--- config.mk ---
export PLATFORM = sky130hd
export DESIGN_NAME = brg_hcc_multi_port_adapter
export DESIGN_NICKNAME = d
export VERILOG_FILES = /design/src/rtl/brg_hcc_pkg.sv /design/src/rtl/brg_hcc_rr_arb.sv /design/src/rtl/brg_hcc_multi_port_adapter.sv
export SDC_FILE = /design/constraint.sdc
export NUM_CORES = 1
export LEC_CHECK = 0
export BUFFER_PORTS_ARGS = -buffer_cell sky130_fd_sc_hd__buf_2
export CORE_AREA = 5 5 129 131
export CTS_CLUSTER_DIAMETER = 50
export DETAILED_ROUTE_END_ITERATION = 6
export DIE_AREA = 0 0 134 136
export GPL_ROUTABILITY_DRIVEN = 0
export PLACE_DENSITY = 0.67
export SYNTH_ARGS = -nofsm -noshare
export SYNTH_HDL_FRONTEND = slang
export SYNTH_SLANG_ARGS = --single-unit
--- constraint.sdc ---
create_clock -name clk_i -period 5.66 [get_ports clk_i]
set_clock_uncertainty 0.15 [all_clocks]
set_input_delay 1.415 -clock clk_i [delete_from_list [all_inputs] [get_ports clk_i]]
set_output_delay 1.415 -clock clk_i [all_outputs]
set_load 0.02 [all_outputs]
--- src/rtl/brg_hcc_pkg.sv ---
// Shared widths and helpers for the HCC multi-port adapter and its arbiter.
package brg_hcc_pkg;

    localparam int reg_id_width_lp   = 5;
    localparam int pkt_type_width_lp = 2;

    // A single channel still needs a 1-bit id so vectors never collapse to zero width.
    function automatic int ch_id_width(input int num_ch);
        return (num_ch > 1) ? $clog2(num_ch) : 1;
    endfunction

endpackage

--- src/rtl/brg_hcc_rr_arb.sv ---
// Round-robin arbiter: search starts at the pointer, pointer moves past the winner on advance.
module brg_hcc_rr_arb
    import brg_hcc_pkg::*;
#(
    parameter int num_ch_p = 2,
    localparam int id_w_lp = ch_id_width(num_ch_p)
) (
    input  logic                clk_i,
    input  logic                reset_n_i,
    input  logic [num_ch_p-1:0] req_i,
    input  logic                advance_i,
    output logic [num_ch_p-1:0] grant_o,
    output logic                v_o
);

    logic [id_w_lp-1:0] ptr_q;
    logic [id_w_lp-1:0] ptr_next;
    logic [id_w_lp-1:0] grant_id;
    logic               found;

    // First pass covers [ptr, n-1]; the second pass wraps to the lowest requester.
    always_comb begin
        grant_o  = '0;
        grant_id = '0;
        found    = 1'b0;
        for (int i = 0; i < num_ch_p; i++) begin
            if (!found && req_i[i] && (i >= int'(ptr_q))) begin
                found       = 1'b1;
                grant_o[i]  = 1'b1;
                grant_id    = id_w_lp'(i);
            end
        end
        for (int i = 0; i < num_ch_p; i++) begin
            if (!found && req_i[i]) begin
                found       = 1'b1;
                grant_o[i]  = 1'b1;
                grant_id    = id_w_lp'(i);
            end
        end
    end

    assign v_o = found;

    always_comb begin
        ptr_next = '0;
        if (grant_id != id_w_lp'(num_ch_p - 1)) begin
            ptr_next = grant_id + id_w_lp'(1);
        end
    end

    always_ff @(posedge clk_i or negedge reset_n_i) begin
        if (!reset_n_i) begin
            ptr_q <= '0;
        end else if (advance_i && found) begin
            ptr_q <= ptr_next;
        end
    end

endmodule

--- src/rtl/brg_hcc_multi_port_adapter.sv ---
// Merges per-channel accelerator requests onto one manycore endpoint with per-channel
// credit limits, and routes returned responses back to the channel encoded in reg_id.
module brg_hcc_multi_port_adapter
    import brg_hcc_pkg::*;
#(
    parameter int num_ch_p       = 2,
    // No sensible default exists; integrators always set this to the endpoint packet width.
    parameter int packet_width_p = 64,
    parameter int data_width_p   = 32,
    parameter int ch_credits_p   = 8,
    localparam int ch_id_w_lp    = ch_id_width(num_ch_p),
    localparam int cnt_w_lp      = $clog2(ch_credits_p + 1)
) (
    input  logic                               clk_i,
    input  logic                               reset_n_i,

    input  logic [num_ch_p-1:0]                req_v_i,
    input  logic [num_ch_p*packet_width_p-1:0] req_packet_i,
    output logic [num_ch_p-1:0]                req_ready_o,

    output logic                               out_v_o,
    output logic [packet_width_p-1:0]          out_packet_o,
    input  logic                               out_ready_i,

    input  logic                               returned_v_i,
    input  logic [data_width_p-1:0]            returned_data_i,
    input  logic [reg_id_width_lp-1:0]         returned_reg_id_i,
    input  logic [pkt_type_width_lp-1:0]       returned_pkt_type_i,
    output logic                               returned_yumi_o,

    output logic [num_ch_p-1:0]                rsp_v_o,
    output logic [data_width_p-1:0]            rsp_data_o,
    output logic [reg_id_width_lp-1:0]         rsp_reg_id_o,
    output logic [pkt_type_width_lp-1:0]       rsp_pkt_type_o,
    input  logic [num_ch_p-1:0]                rsp_ready_i,

    output logic                               err_o
);

    logic [num_ch_p-1:0]       eligible;
    logic [num_ch_p-1:0]       grant;
    logic                      grant_v;
    logic                      load_en;
    logic                      load;
    logic [packet_width_p-1:0] sel_packet;

    logic                      out_v_q;
    logic [packet_width_p-1:0] out_packet_q;

    logic [cnt_w_lp-1:0]       outstanding_q [num_ch_p];
    logic [num_ch_p-1:0]       cnt_inc;
    logic [num_ch_p-1:0]       cnt_dec;
    logic [num_ch_p-1:0]       cnt_zero;

    logic [ch_id_w_lp-1:0]     rsp_ch;
    logic                      rsp_in_range;
    logic                      rsp_ch_ready;
    logic [num_ch_p-1:0]       deliver;
    logic                      err_set;
    logic                      err_q;

    always_comb begin
        eligible = '0;
        cnt_zero = '0;
        for (int i = 0; i < num_ch_p; i++) begin
            eligible[i] = req_v_i[i] && (outstanding_q[i] < cnt_w_lp'(ch_credits_p));
            cnt_zero[i] = (outstanding_q[i] == '0);
        end
    end

    brg_hcc_rr_arb #(
        .num_ch_p (num_ch_p)
    ) u_arb (
        .clk_i     (clk_i),
        .reset_n_i (reset_n_i),
        .req_i     (eligible),
        .advance_i (load),
        .grant_o   (grant),
        .v_o       (grant_v)
    );

    // The register refills in the same cycle it drains, sustaining one packet per cycle.
    assign load_en     = !out_v_q || out_ready_i;
    assign load        = reset_n_i && load_en && grant_v;
    assign req_ready_o = load ? grant : '0;

    always_comb begin
        sel_packet = '0;
        for (int i = 0; i < num_ch_p; i++) begin
            if (grant[i]) begin
                sel_packet = req_packet_i[i*packet_width_p +: packet_width_p];
            end
        end
    end

    always_ff @(posedge clk_i or negedge reset_n_i) begin
        if (!reset_n_i) begin
            out_v_q <= 1'b0;
        end else if (load_en) begin
            out_v_q <= grant_v;
        end
    end

    // Payload carries no reset; out_v_o qualifies it.
    always_ff @(posedge clk_i) begin
        if (load) begin
            out_packet_q <= sel_packet;
        end
    end

    assign out_v_o      = out_v_q;
    assign out_packet_o = out_packet_q;

    generate
        if (num_ch_p > 1) begin : g_multi_ch
            assign rsp_ch = returned_reg_id_i[reg_id_width_lp-1 -: ch_id_w_lp];
        end else begin : g_single_ch
            assign rsp_ch = '0;
        end
    endgenerate

    assign rsp_in_range = (int'(rsp_ch) < num_ch_p);

    always_comb begin
        rsp_v_o      = '0;
        deliver      = '0;
        rsp_ch_ready = 1'b0;
        for (int i = 0; i < num_ch_p; i++) begin
            if (rsp_ch == ch_id_w_lp'(i)) begin
                rsp_v_o[i]   = returned_v_i;
                rsp_ch_ready = rsp_ready_i[i];
                deliver[i]   = returned_v_i && rsp_ready_i[i];
            end
        end
    end

    // Responses for nonexistent channels are consumed at once so the network never stalls.
    assign returned_yumi_o = returned_v_i && (rsp_in_range ? rsp_ch_ready : 1'b1);
    assign rsp_data_o      = returned_data_i;
    assign rsp_reg_id_o    = returned_reg_id_i;
    assign rsp_pkt_type_o  = returned_pkt_type_i;

    assign cnt_inc = req_ready_o;
    assign cnt_dec = deliver & ~cnt_zero;

    always_ff @(posedge clk_i or negedge reset_n_i) begin
        if (!reset_n_i) begin
            for (int i = 0; i < num_ch_p; i++) begin
                outstanding_q[i] <= '0;
            end
        end else begin
            for (int i = 0; i < num_ch_p; i++) begin
                if (cnt_inc[i] && !cnt_dec[i]) begin
                    outstanding_q[i] <= outstanding_q[i] + cnt_w_lp'(1);
                end else if (cnt_dec[i] && !cnt_inc[i]) begin
                    outstanding_q[i] <= outstanding_q[i] - cnt_w_lp'(1);
                end
            end
        end
    end

    // Unsolicited responses and out-of-range channels are protocol errors.
    assign err_set = (returned_v_i && !rsp_in_range) || |(deliver & cnt_zero);

    always_ff @(posedge clk_i or negedge reset_n_i) begin
        if (!reset_n_i) begin
            err_q <= 1'b0;
        end else if (err_set) begin
            err_q <= 1'b1;
        end
    end

    assign err_o = err_q;

endmodule

# Word level (Yosys, flattened, before mapping)
# Cells that the tools add are included.
[op_classes]
muxes = 22
eq_ne = 0
n_lt_le_gt_ge = 3
n_bitwise = 3
n_mul = 0
div = 0
addsub = 5
reduce_logical = 30
n_shift = 0
[op_table]
columns = ["operator", "count"]
rows = [
  ["64-bit 2-to-1 mux", 2],
  ["1-bit logical AND", 16],
  ["4-bit 2-to-1 mux", 4],
  ["1-bit 2-to-1 mux", 15],
  ["4-bit by 1-bit adder with 4-bit output, second input constant", 2],
  ["1-bit zero test", 8],
  ["4-bit zero test", 2],
  ["4-bit < comparator, second input constant", 2],
  ["4-bit by 1-bit subtractor with 4-bit output, second input constant", 2],
  ["2-bit bitwise AND", 2],
  ["2-bit nonzero test", 2],
  ["2-bit 2-to-1 mux", 1],
  ["2-bit NOT", 1],
  ["2-bit OR reduction", 1],
  ["1-bit adder, second input constant", 1],
  ["1-bit >= comparator, first input constant", 1],
  ["1-bit logical OR", 1],
]
[totals]
ff_bits = 75
ramBits = 0
wordCells = 69
n_memories = 0
rom_bits = 0
out_inout_bits = 110
latchBits = 0

# Logic depth before layout (Yosys ltp)
# Gate-level depths: netlist (run 1).
[depth]
depth_word = 19
ltp_mapped = 11

# Cells and area by module
# From an unflattened synthesis (run 1), not the netlist that was laid out.
[unflattened]
hier_cells = 267
area_unflattened_um2 = 3687.3
[modules_own_cells]
columns = ["mod", "area_per_inst_um2", "cells_per_inst", "seq_area_each_um2", "n_inst"]
rows = [
  ["brg_hcc_multi_port_adapter", 3626.0, 260, 2172.1, 1],
  ["brg_hcc_rr_arb", 61.3, 7, 25.0, 1],
]

# Worst setup path before layout (run 1)
# OpenSTA, ideal clock, no wires.
[synth_path]
path_kind = "input to register"
start = "input req_v_i[0]"
end = "register u_arb.ptr_q"
path_slack_ns = -1.543
required_ns = 5.425
setup_ns = 0.085
t_arrival_ns = 6.968
n_path_buf = 0
path_stages = 3
path_cell_list = "nand2b_4 a221oi_1 o22a_1"
[synth_via]
elab_chain_len = 14
[synth_rtl]
columns = ["item", "line_no", "text"]
rows = [
  ["start, declared", "brg_hcc_multi_port_adapter.sv:17", "input logic [num_ch_p-1:0] req_v_i,"],
  ["1-bit logical AND *", "brg_hcc_multi_port_adapter.sv:66", "eligible[i] = req_v_i[i] && (outstanding_q[i] < cnt_w_lp'(ch_credits_p));"],
  ["1-bit logical AND", "brg_hcc_rr_arb.sv:27", "if (!found && req_i[i] && (i >= int'(ptr_q))) begin"],
  ["1-bit 2-to-1 mux", "brg_hcc_rr_arb.sv:27", ""],
  ["1-bit zero test", "brg_hcc_rr_arb.sv:27", ""],
  ["1-bit logical AND", "brg_hcc_rr_arb.sv:27", ""],
  ["1-bit 2-to-1 mux", "brg_hcc_rr_arb.sv:27", ""],
  ["1-bit zero test", "brg_hcc_rr_arb.sv:34", "if (!found && req_i[i]) begin"],
  ["1-bit logical AND", "brg_hcc_rr_arb.sv:34", ""],
  ["1-bit 2-to-1 mux", "brg_hcc_rr_arb.sv:34", ""],
  ["1-bit zero test", "brg_hcc_rr_arb.sv:34", ""],
  ["1-bit logical AND", "brg_hcc_rr_arb.sv:34", ""],
  ["1-bit 2-to-1 mux", "brg_hcc_rr_arb.sv:34", ""],
  ["1-bit adder or 1-bit logical AND (tied branches)", "brg_hcc_rr_arb.sv:47, brg_hcc_multi_port_adapter.sv:84", ""],
  ["1-bit 2-to-1 mux or 1-bit logical AND (tied branches)", "brg_hcc_rr_arb.sv:46, brg_hcc_rr_arb.sv:54", ""],
  ["end signal, assigned", "brg_hcc_rr_arb.sv:55", "ptr_q <= ptr_next;"],
  ["end, declared", "brg_hcc_rr_arb.sv:16", "logic [id_w_lp-1:0] ptr_q;"],
]
# Every way passes the cells marked *; elsewhere a longest branch is shown, timed or not.
# A chain may end at the register's enable or synchronous reset.

# Worst setup path after layout (run 1)
[layout_path]
start = "input req_v_i[1]"
end = "output req_ready_o[1]"
[layout_via]
elab_chain_len = 11
[layout_rtl]
columns = ["item", "line_no", "text"]
rows = [
  ["1-bit logical AND *", "brg_hcc_multi_port_adapter.sv:66", ""],
  ["1-bit logical AND", "brg_hcc_rr_arb.sv:27", ""],
  ["1-bit 2-to-1 mux", "brg_hcc_rr_arb.sv:27", ""],
  ["1-bit zero test", "brg_hcc_rr_arb.sv:34", ""],
  ["1-bit logical AND", "brg_hcc_rr_arb.sv:34", ""],
  ["1-bit 2-to-1 mux", "brg_hcc_rr_arb.sv:34", ""],
  ["1-bit zero test", "brg_hcc_rr_arb.sv:34", ""],
  ["1-bit logical AND", "brg_hcc_rr_arb.sv:34", ""],
  ["1-bit 2-to-1 mux", "brg_hcc_rr_arb.sv:34", ""],
  ["1-bit logical AND", "brg_hcc_multi_port_adapter.sv:84", "assign load = reset_n_i && load_en && grant_v;"],
  ["2-bit 2-to-1 mux *", "brg_hcc_multi_port_adapter.sv:85", "assign req_ready_o = load ? grant : '0;"],
  ["end, declared", "brg_hcc_multi_port_adapter.sv:19", "output logic [num_ch_p-1:0] req_ready_o,"],
]
# Marked as above.

==> metrics, run 1 <==
status=completed; critical path arrival=2.25 ns; DRT Wirelength=10900 um; worst-skew pair later-pin latency=0.33 ns; Seq/Total Area, Yosys=58.8%; Setup TNS Final=0 ns; num rows=46; layout cells sized above 1=53.4%; Initial Util=24.1%; core area=15500 um2; die footprint=18200 um2; CTS sink count=75; post-CTS setup buffers=0; htree depth=3; CP endpoint kind=output port; first-pass GRT wire length=15900 um; count of cell types in the netlist=35; Final min period=3.81 ns; CTS tree=yes; TritonRoute pass-1 iters=4; n_diodes=0; M3 GR Usage=3.89%; final core utilization=32.2%; type of origin of the critical path=input port; clock group share of total power=31.2%; met1 GRT Util=11.6%; syn avg cell area=14.1 um2; ANT nets after route=0; Worst Path Required=4.09 ns; cell count after synthesis=266; Vias=2941; Post-Place Cells=615; Worst Path Max Fanout=3; Top Ports=285; Area Overhead vs Synth=33.5%; CTS buffer count=9; largest net degree at the start of global routing=65; All-Layer GR Usage=11.3%; clock slew at reported path FFs=0.06 ns; nets=617; PwrDens=449 nW/um2; #FFs+latches synth=75; Non-Filler Instances=630; net switching power=0.707 mW; CP startpoint=req_v_i[1]; vias in the first global route=3088; Avg Vias per Cell=4.67; Root Buffer=clkbuf_16; maximum vdd ir drop=0.266 mV; Internal=1.53 mW; Worst Hold Class=flip-flop to flip-flop; final hold vios=0; DRC=0; CP Class=input port to output port; leak pwr=2.21 nW; yosys warns=0; Buffers on Ports=208; number of antenna violations at the first check in global routing=0; cts repair resizes=0; Reg2Reg Depth=8; Slew Limit Fails=0; combinational cell fraction of total power=31.7%; Pwr Total=2.24 mW; Rel. slew slack=53.6%; Worst Hold Path Cells=2; RR Endpoint=outstanding_q[7]; slew at the pin closest to its max-slew limit=0.696 ns; area of the mapped netlist=3740 um2; Initial DRC Count=117; Hold EP=err_o; gr busiest metal=met2; HP Start=err_o; final setup fails=0; Congestion Overflow GR=0; Net Count, Synth=449; worst r2r src=outstanding_q[4]; CTS Buffer Depth=2; most frequent cells in the layout=208 x buf_2, 64 x a22o_1, 64 x edfxtp_1; Max-Cap Viols=0; Peak Freq=262 MHz; RSZ-0062 raised after global routing=false; Tcrit/Tclk final=67.4%; met2 global-route usage=19.1%; Vert. Die Dim=136 um; Die W=134 um; Switching Fraction=31.6%; cts hold-fix bufs=0; Flop pwr share=37.1%; WL/cell=17.3 um; detailed placement HPWL=8170 um; setup slack, reg-to-reg=2.75 ns; most common cell after layout, fill and taps aside=buf_2
## logic make-up after synthesis
family	Yosys count	synth area share, %
compound gates	82	18.5
mux	4	1.14
buf+inv	60	12.5
xor+xnor	4	0.937
flops	75	58.8
simple gates	33	5.09
fa+ha+maj	8	3.08
## layout make-up
class / count / area (um2)
clock buffers: 9 / 225
clock inverters: 6 / 138
inverters: 5 / 18.8
flip-flops and latches: 75 / 2200
fillers: 1554 / 10500
repair buffers: 212 / 1070
well taps: 192 / 240
multi-input cells: 131 / 1100
## synthesized netlist by cell type
cell / n / share of area, %
a22o_1: 64 / 15
o22a_1: 1 / 0.23
nand3b_1: 2 / 0.40
a21oi_2: 1 / 0.23
or3_1: 2 / 0.33
a221oi_1: 1 / 0.23
dfrtp_1: 11 / 7.4
nor2b_2: 1 / 0.23
xnor2_1: 4 / 0.94
and3_1: 1 / 0.17
buf_2: 1 / 0.13
edfxtp_1: 64 / 51
or4_1: 4 / 0.80
clkbuf_1: 2 / 0.20
nand2_1: 8 / 0.80
nor3_1: 2 / 0.27
o221ai_1: 1 / 0.23
o21a_1: 1 / 0.20
nand2b_4: 1 / 0.37
mux2_2: 2 / 0.60
inv_1: 5 / 0.50
a21oi_1: 4 / 0.54
nand3_1: 7 / 0.94
fa_1: 2 / 1.1
mux2i_1: 2 / 0.54
and2_1: 1 / 0.17
buf_4: 40 / 8.0
nand2b_1: 2 / 0.33
nor2_1: 1 / 0.10
o211ai_1: 4 / 0.80
o21ai_0: 3 / 0.40
ha_1: 6 / 2.0
nor2b_1: 1 / 0.17
a2111o_1: 2 / 0.60
buf_6: 12 / 3.6
## flip-flops by register name (all words and copies together), names as in the netlist
name,flops
out_v_o,1
out_packet_o,64
outstanding_q,8
err_o,1
u_arb.ptr_q,1
## how the worst max path moves through the flow
stage | to | slack (ns)
CTS | req_ready_o[1] | 1.84
detailed placement | req_ready_o[1] | 1.84
floorplan | out_packet_o[0] | 0.64
global route | req_ready_o[1] | 1.79
global placement | req_ready_o[1] | 1.89
finish | req_ready_o[1] | 1.85
## critical path, cell delays in order
cell and delay (ns):
buf_2 0.09, nor2b_2 0.23, o21ai_0 0.16, nor2_1 0.17
buf_2 0.19
## power by group through the flow
stage | Clock, mW | Sequential (mW) | Combinational, mW
after global routing | 0.744 | 0.840 | 0.770
after detailed placement | 0 | 0.837 | 0.719
after CTS | 0.723 | 0.829 | 0.720
after global placement | 0 | 0.835 | 0.683
final | 0.699 | 0.830 | 0.710
after floorplan | 0 | 0.928 | 0.474
## per-layer routing
metal / part of all wire (%) / up-vias / wire (um)
li1: - / 1340 / -
met1: 38 / 1382 / 4180
met2: 48 / 162 / 5200
met3: 9.3 / 57 / 1010
met4: 4.7 / 0 / 509
met5: 0 / - / 0
## metrics by stage
step / setup slack, ns / instance area [um2] / hold WS, ns
after detailed placement: 1.84 / 4630 / 0.314
after global routing: 1.79 / 4990 / 0.365
after CTS: 1.84 / 4990 / 0.334
final: 1.85 / 4990 / 0.329
after floorplan: 0.640 / 3740 / 0.319
after global placement: 1.89 / 4630 / 0.327
No activity file was read; power rests on OpenSTA's default activity.
==> run 2: changes to the inputs <==
--- a/config.mk
+++ b/config.mk
@@ -5,13 +5,14 @@
 export SDC_FILE = /design/constraint.sdc
 export NUM_CORES = 1
 export LEC_CHECK = 0
+export ABC_AREA = 1
 export BUFFER_PORTS_ARGS = -buffer_cell sky130_fd_sc_hd__buf_2
-export CORE_AREA = 5 5 129 131
+export CORE_AREA = 5 5 137 139
 export CTS_CLUSTER_DIAMETER = 50
 export DETAILED_ROUTE_END_ITERATION = 6
-export DIE_AREA = 0 0 134 136
+export DIE_AREA = 0 0 142 144
 export GPL_ROUTABILITY_DRIVEN = 0
-export PLACE_DENSITY = 0.67
+export PLACE_DENSITY = 0.65
 export SYNTH_ARGS = -nofsm -noshare
 export SYNTH_HDL_FRONTEND = slang
 export SYNTH_SLANG_ARGS = --single-unit
==> constraint.sdc (replaced) <==
create_clock -name clk_i -period 3.15 [get_ports clk_i]
set_clock_uncertainty 0.15 [all_clocks]
set_input_delay 0.7875 -clock clk_i [delete_from_list [all_inputs] [get_ports clk_i]]
set_output_delay 0.7875 -clock clk_i [all_outputs]
set_load 0.02 [all_outputs]
==> metrics, run 2 <==
status=completed; Tcrit/Tclk final=77.2%; number of antenna violations at the first check in global routing=0; leak pwr=2.70 nW; core area=17500 um2; Root Buffer=clkbuf_16; Setup TNS Final=0 ns; most frequent cells in the layout=208 x buf_2, 74 x inv_1, 73 x nand2_1; Post-Place Setup Slack=0.445 ns; Peak Freq=411 MHz; Max-Cap Viols=0; CTS Buffer Depth=2; Top Ports=285; nets=768; CTS sink count=75; most frequent cell after synthesis=inv_1; CP endpoint kind=output port; Avg Vias per Cell=3.90; EDFF count, synth=64; CTS tree=yes; ANT nets after route=0; n_diodes=0; vias in the first global route=3091; fraction of registers with async set/reset=14.7%; layout cells sized above 1=55.8%; RSZ-0062 raised after global routing=false; cts repair resizes=0; Seq/Total Area, Yosys=51.2%; yosys warns=0; post-CTS setup buffers=0; DRT Wirelength=10900 um; htree depth=3; maximum vdd ir drop=0.395 mV; placed inst area=5190 um2; TritonRoute pass-1 iters=4; detailed placement HPWL=8220 um; max reg flops=64; register area=2200 um2; Vias=3195; Net Count, Synth=597; Worst Hold Class=input port to asynchronous set/reset pin; final hold vios=0; Initial DRC Count=105; DRC=0; area of the mapped netlist=4290 um2; num rows=49; Final min period=2.43 ns; Initial Util=24.5%; Worst Path Max Fanout=4; first-pass GRT wire length=15900 um; leading cell types by total area after synthesis=edfxtp_1 45%, o21ai_2 12%, buf_4 6.8%, inv_1 6.6%, dfrtp_1 6.4%; #FFs+latches synth=75; Buffers on Ports=208; Design Area, Final=5490 um2; count of cell types in the netlist=21; cell count after synthesis=414; Rel. slew slack=66.5%; final setup fails=0; Multi-input gate area=1320 um2; largest net degree at the start of global routing=65; Congestion Overflow GR=0; Slew Limit Fails=0; PwrDens=713 nW/um2; worst setup margin=0.719 ns; most common cell after layout, fill and taps aside=buf_2; worst-skew pair later-pin latency=0.33 ns; slew at the pin closest to its max-slew limit=0.503 ns; Area Overhead vs Synth=28.0%; Die W=142 um; syn avg cell area=10.4 um2; CTS buffer count=9; Worst Path Required=2.21 ns; All-Layer GR Usage=10.2%; CP Class=input port to output port; die footprint=20400 um2; Synth area leader=edfxtp_1; Vert. Die Dim=144 um; WL/cell=13.3 um; Yosys top cell area share=44.8%; type of origin of the critical path=input port; critical path arrival=1.49 ns; Pwr Total=3.91 mW; Fillers=1817; ys flop type=edfxtp_1; most frequent cells after synthesis=75 x inv_1, 73 x nand2_1, 64 x edfxtp_1; cts hold-fix bufs=0; clock slew at reported path FFs=0.06 ns
-- run 2: cell count changes after synthesis, sizes merged, moves of 4 or more --
cell | previous run | this run
a21oi | 5 | 0
a22o | 64 | 0
inv | 5 | 79
nand2 | 8 | 108
nor2 | 1 | 11
o211ai | 4 | 0
o21ai | 3 | 69
or4 | 4 | 0
-- run 2: worst paths after layout --
kind,from,to,slack (ns),depth (start not counted)
min in group clk_i,err_o,err_o,0.34,2
max in group asynchronous,reset_n_i,u_arb.ptr_q,2.44,2
hold reg to reg,err_o,err_o,0.34,2
hold / removal,reset_n_i,outstanding_q[0],0.25,2
setup reg to reg,outstanding_q[7],outstanding_q[7],0.88,13
setup / recovery,req_v_i[0],req_ready_o[0],0.72,6
-- run 2: stage by stage --
| stage | util [%] | std cells | hold slack [ns] |
|---|---|---|---|
| final | 31.3 | 819 | 0.246 |
| after global placement | 29.6 | 803 | 0.317 |
| after detailed placement | 29.6 | 803 | 0.328 |
| after global routing | 31.3 | 819 | 0.243 |
| after CTS | 31.3 | 819 | 0.234 |
| after floorplan | - | 414 | 0.329 |
-- run 2: metal layers --
layer	track usage (%)	up-vias	wire [um]
li1	-	1610	-
met1	12.1	1418	4330
met2	16.9	134	5410
met3	3.27	33	917
met4	4.29	0	258
met5	0	-	0
-- run 2: worst max-delay path, cell delays in order --
cell	delay [ns]
buf_2	0.10
nand2_2	0.09
inv_1	0.10
nand2_4	0.08
nor2_1	0.13
buf_2	0.19
-- run 2: where the power goes --
group          switching [mW]  internal (mW)
Combinational           0.906          0.495
Sequential              0.107           1.37
Clock                   0.422          0.616
Total                    1.43           2.48
-- run 2: cell type report --
class	count	area share, %
Clock buffer	10	4.17
Tap cell	229	5.22
Clock inverter	6	1.19
Timing Repair Buffer	212	19.7
Multi-Input combinational cell	208	24.1
Sequential cell	75	40.0
Inverter	79	5.54
-- run 2: cell families after synthesis --
logic type | after synthesis | share of synthesized area, %
buf+inv | 131 | 18.1
simple gates | 127 | 13.8
flops | 75 | 51.2
compound gates | 69 | 13.4
fa+ha+maj | 8 | 2.68
xor+xnor | 4 | 0.817
==> run 3: changes to the inputs <==
==> constraint.sdc (replaced) <==
create_clock -name clk_i -period 2 [get_ports clk_i]
set_clock_uncertainty 0.15 [all_clocks]
set_input_delay 0.5 -clock clk_i [delete_from_list [all_inputs] [get_ports clk_i]]
set_output_delay 0.5 -clock clk_i [all_outputs]
set_load 0.02 [all_outputs]
==> metrics, run 3 (same netlist as run 2, synthesis figures left out) <==
CTS buffer count=9; die footprint=20400 um2; detailed placement HPWL=9140 um; Internal=4.69 mW; htree depth=3; worst path buffer plus inverter count=3; Rel. slew slack=61.9%; worst setup margin=-0.00335 ns; Non-Filler Instances=846; maximum vdd ir drop=0.481 mV; gr busiest metal=met2; most common cell after layout, fill and taps aside=buf_2; leak pwr=2.90 nW; CTS sink count=75; met1 GRT Util=12.2%; Flop pwr share=32.4%; Vert. Die Dim=144 um; worst-skew pair later-pin latency=0.33 ns; Avg Vias per Cell=3.96; CP top delay family=flip-flops; RSZ-0062 raised after global routing=true; Design Area, Final=6010 um2; Vias=3350; critical path, cell by cell=inv_2 > nand2_8 > o21ai_4 > nor2_4 > buf_4 > buf_6; final setup fails=2; largest net degree at the start of global routing=36; Area Overhead vs Synth=40.2%; CP endpoint kind=output port; net switching power=2.44 mW; TritonRoute pass-1 iters=4; Initial Util=24.5%; num rows=49; number of antenna violations at the first check in global routing=1; Post-Place Cells=820; Peak Freq=499 MHz; Max-Cap Viols=0; Tcrit/Tclk final=100%; DRT Wirelength=11800 um; Setup TNS Final=-0.00372 ns; Switching Fraction=34.2%; critical path arrival=1.35 ns; WL/cell=13.9 um; placed inst area=5520 um2; Slew Limit Fails=0; violated checks=negative setup slack; Fillers=1830; Crit path largest cell delay=0.40 ns; Worst Path Max Fanout=3; combinational cell fraction of total power=39.5%; Congestion Overflow GR=0; status=finished with violations; Final min period=2.00 ns; Top Ports=285; M3 GR Usage=2.98%; Worst Path Required=1.35 ns; All-Layer GR Usage=11.0%; vias in the first global route=3328; PwrDens=1190 nW/um2; Initial DRC Count=90; Buffers on Ports=208; most frequent cells in the layout=206 x buf_2, 70 x inv_1, 68 x nand2_1; clock slew at reported path FFs=0.06 ns; CP max stage cell=dfrtp_1; CP Class=flip-flop to output port; Die W=142 um; slew at the pin closest to its max-slew limit=0.570 ns; Worst Hold Class=input port to flip-flop; met2 global-route usage=19.1%; Root Buffer=clkbuf_16; clock group share of total power=28.1%; DRC=0; ANT nets after route=0; core area=17500 um2; CTS tree=yes; first-pass GRT wire length=17400 um; final core utilization=34.3%; max reg flops=64; CTS Buffer Depth=2; nets=795; final hold vios=0; layout cells sized above 1=61.7%; WHS=0.290 ns; type of origin of the critical path=flip-flop
## run 3: what timing repair did
action,4_1_cts,5_1_grt
gates cloned,0,0
gates resized for setup,4,10
endpoints found under the hold margin,11,0
pin swaps,4,10
hold buffers,1,0
setup endpoints to repair,2,7
buffers inserted,5,5
## run 3: worst paths after layout
| path | endpoint | cells past startpoint | start | slack, ns |
|---|---|---|---|---|
| worst max-delay path | req_ready_o[1] | 6 | outstanding_q[7] | -0.003 |
| worst min-delay path | out_packet_o[29] | 3 | req_packet_i[29] | 0.29 |
| worst max register to register | outstanding_q[3] | 14 | outstanding_q[7] | -0.003 |
| worst min register to register | err_o | 2 | err_o | 0.36 |
| max in group asynchronous | outstanding_q[3] | 3 | reset_n_i | 0.66 |
| min in group asynchronous | outstanding_q[4] | 3 | reset_n_i | 0.67 |
## run 3: metrics by stage
step / setup slack, ns / total power, mW
after floorplan: -0.156 / 4.37
after global placement: -0.0737 / 4.97
after detailed placement: -0.123 / 5.03
after CTS: -0.0513 / 7.15
after global routing: -0.109 / 7.59
final: -0.00335 / 7.14
## run 3: power by group through the flow
stage | combinational [mW] | sequential, mW | clock, mW
floorplan | 1.73 | 2.64 | 0
global route | 3.12 | 2.34 | 2.13
CTS | 2.75 | 2.32 | 2.08
detailed placement | 2.67 | 2.35 | 0
global placement | 2.63 | 2.34 | 0
finish | 2.82 | 2.31 | 2.00
## run 3: cell type report
type	count	area [um2]	area share, %
Clock inverter	6	138	2.29
Inverter	79	320	5.33
Antenna cell	1	2.50	0.0416
Tap cell	229	287	4.76
Clock buffer	9	225	3.75
Multi-Input combinational cell	208	1480	24.6
Timing Repair Buffer	239	1370	22.7
Sequential cell	75	2200	36.5
## run 3: worst min-delay path: cells and delay by family
| family | cells | cell delay [ns] |
|---|---|---|
| compound gates | 1 | 0.04 |
| buf+inv | 1 | 0.08 |
| simple gates | 1 | 0.05 |
## run 3: layer usage
metal | up-vias | share of wire [%]
met1 | 1499 | 37
li1 | 1674 | -
met4 | 0 | 3.1
met5 | - | 0
met2 | 137 | 50
met3 | 40 | 9.2
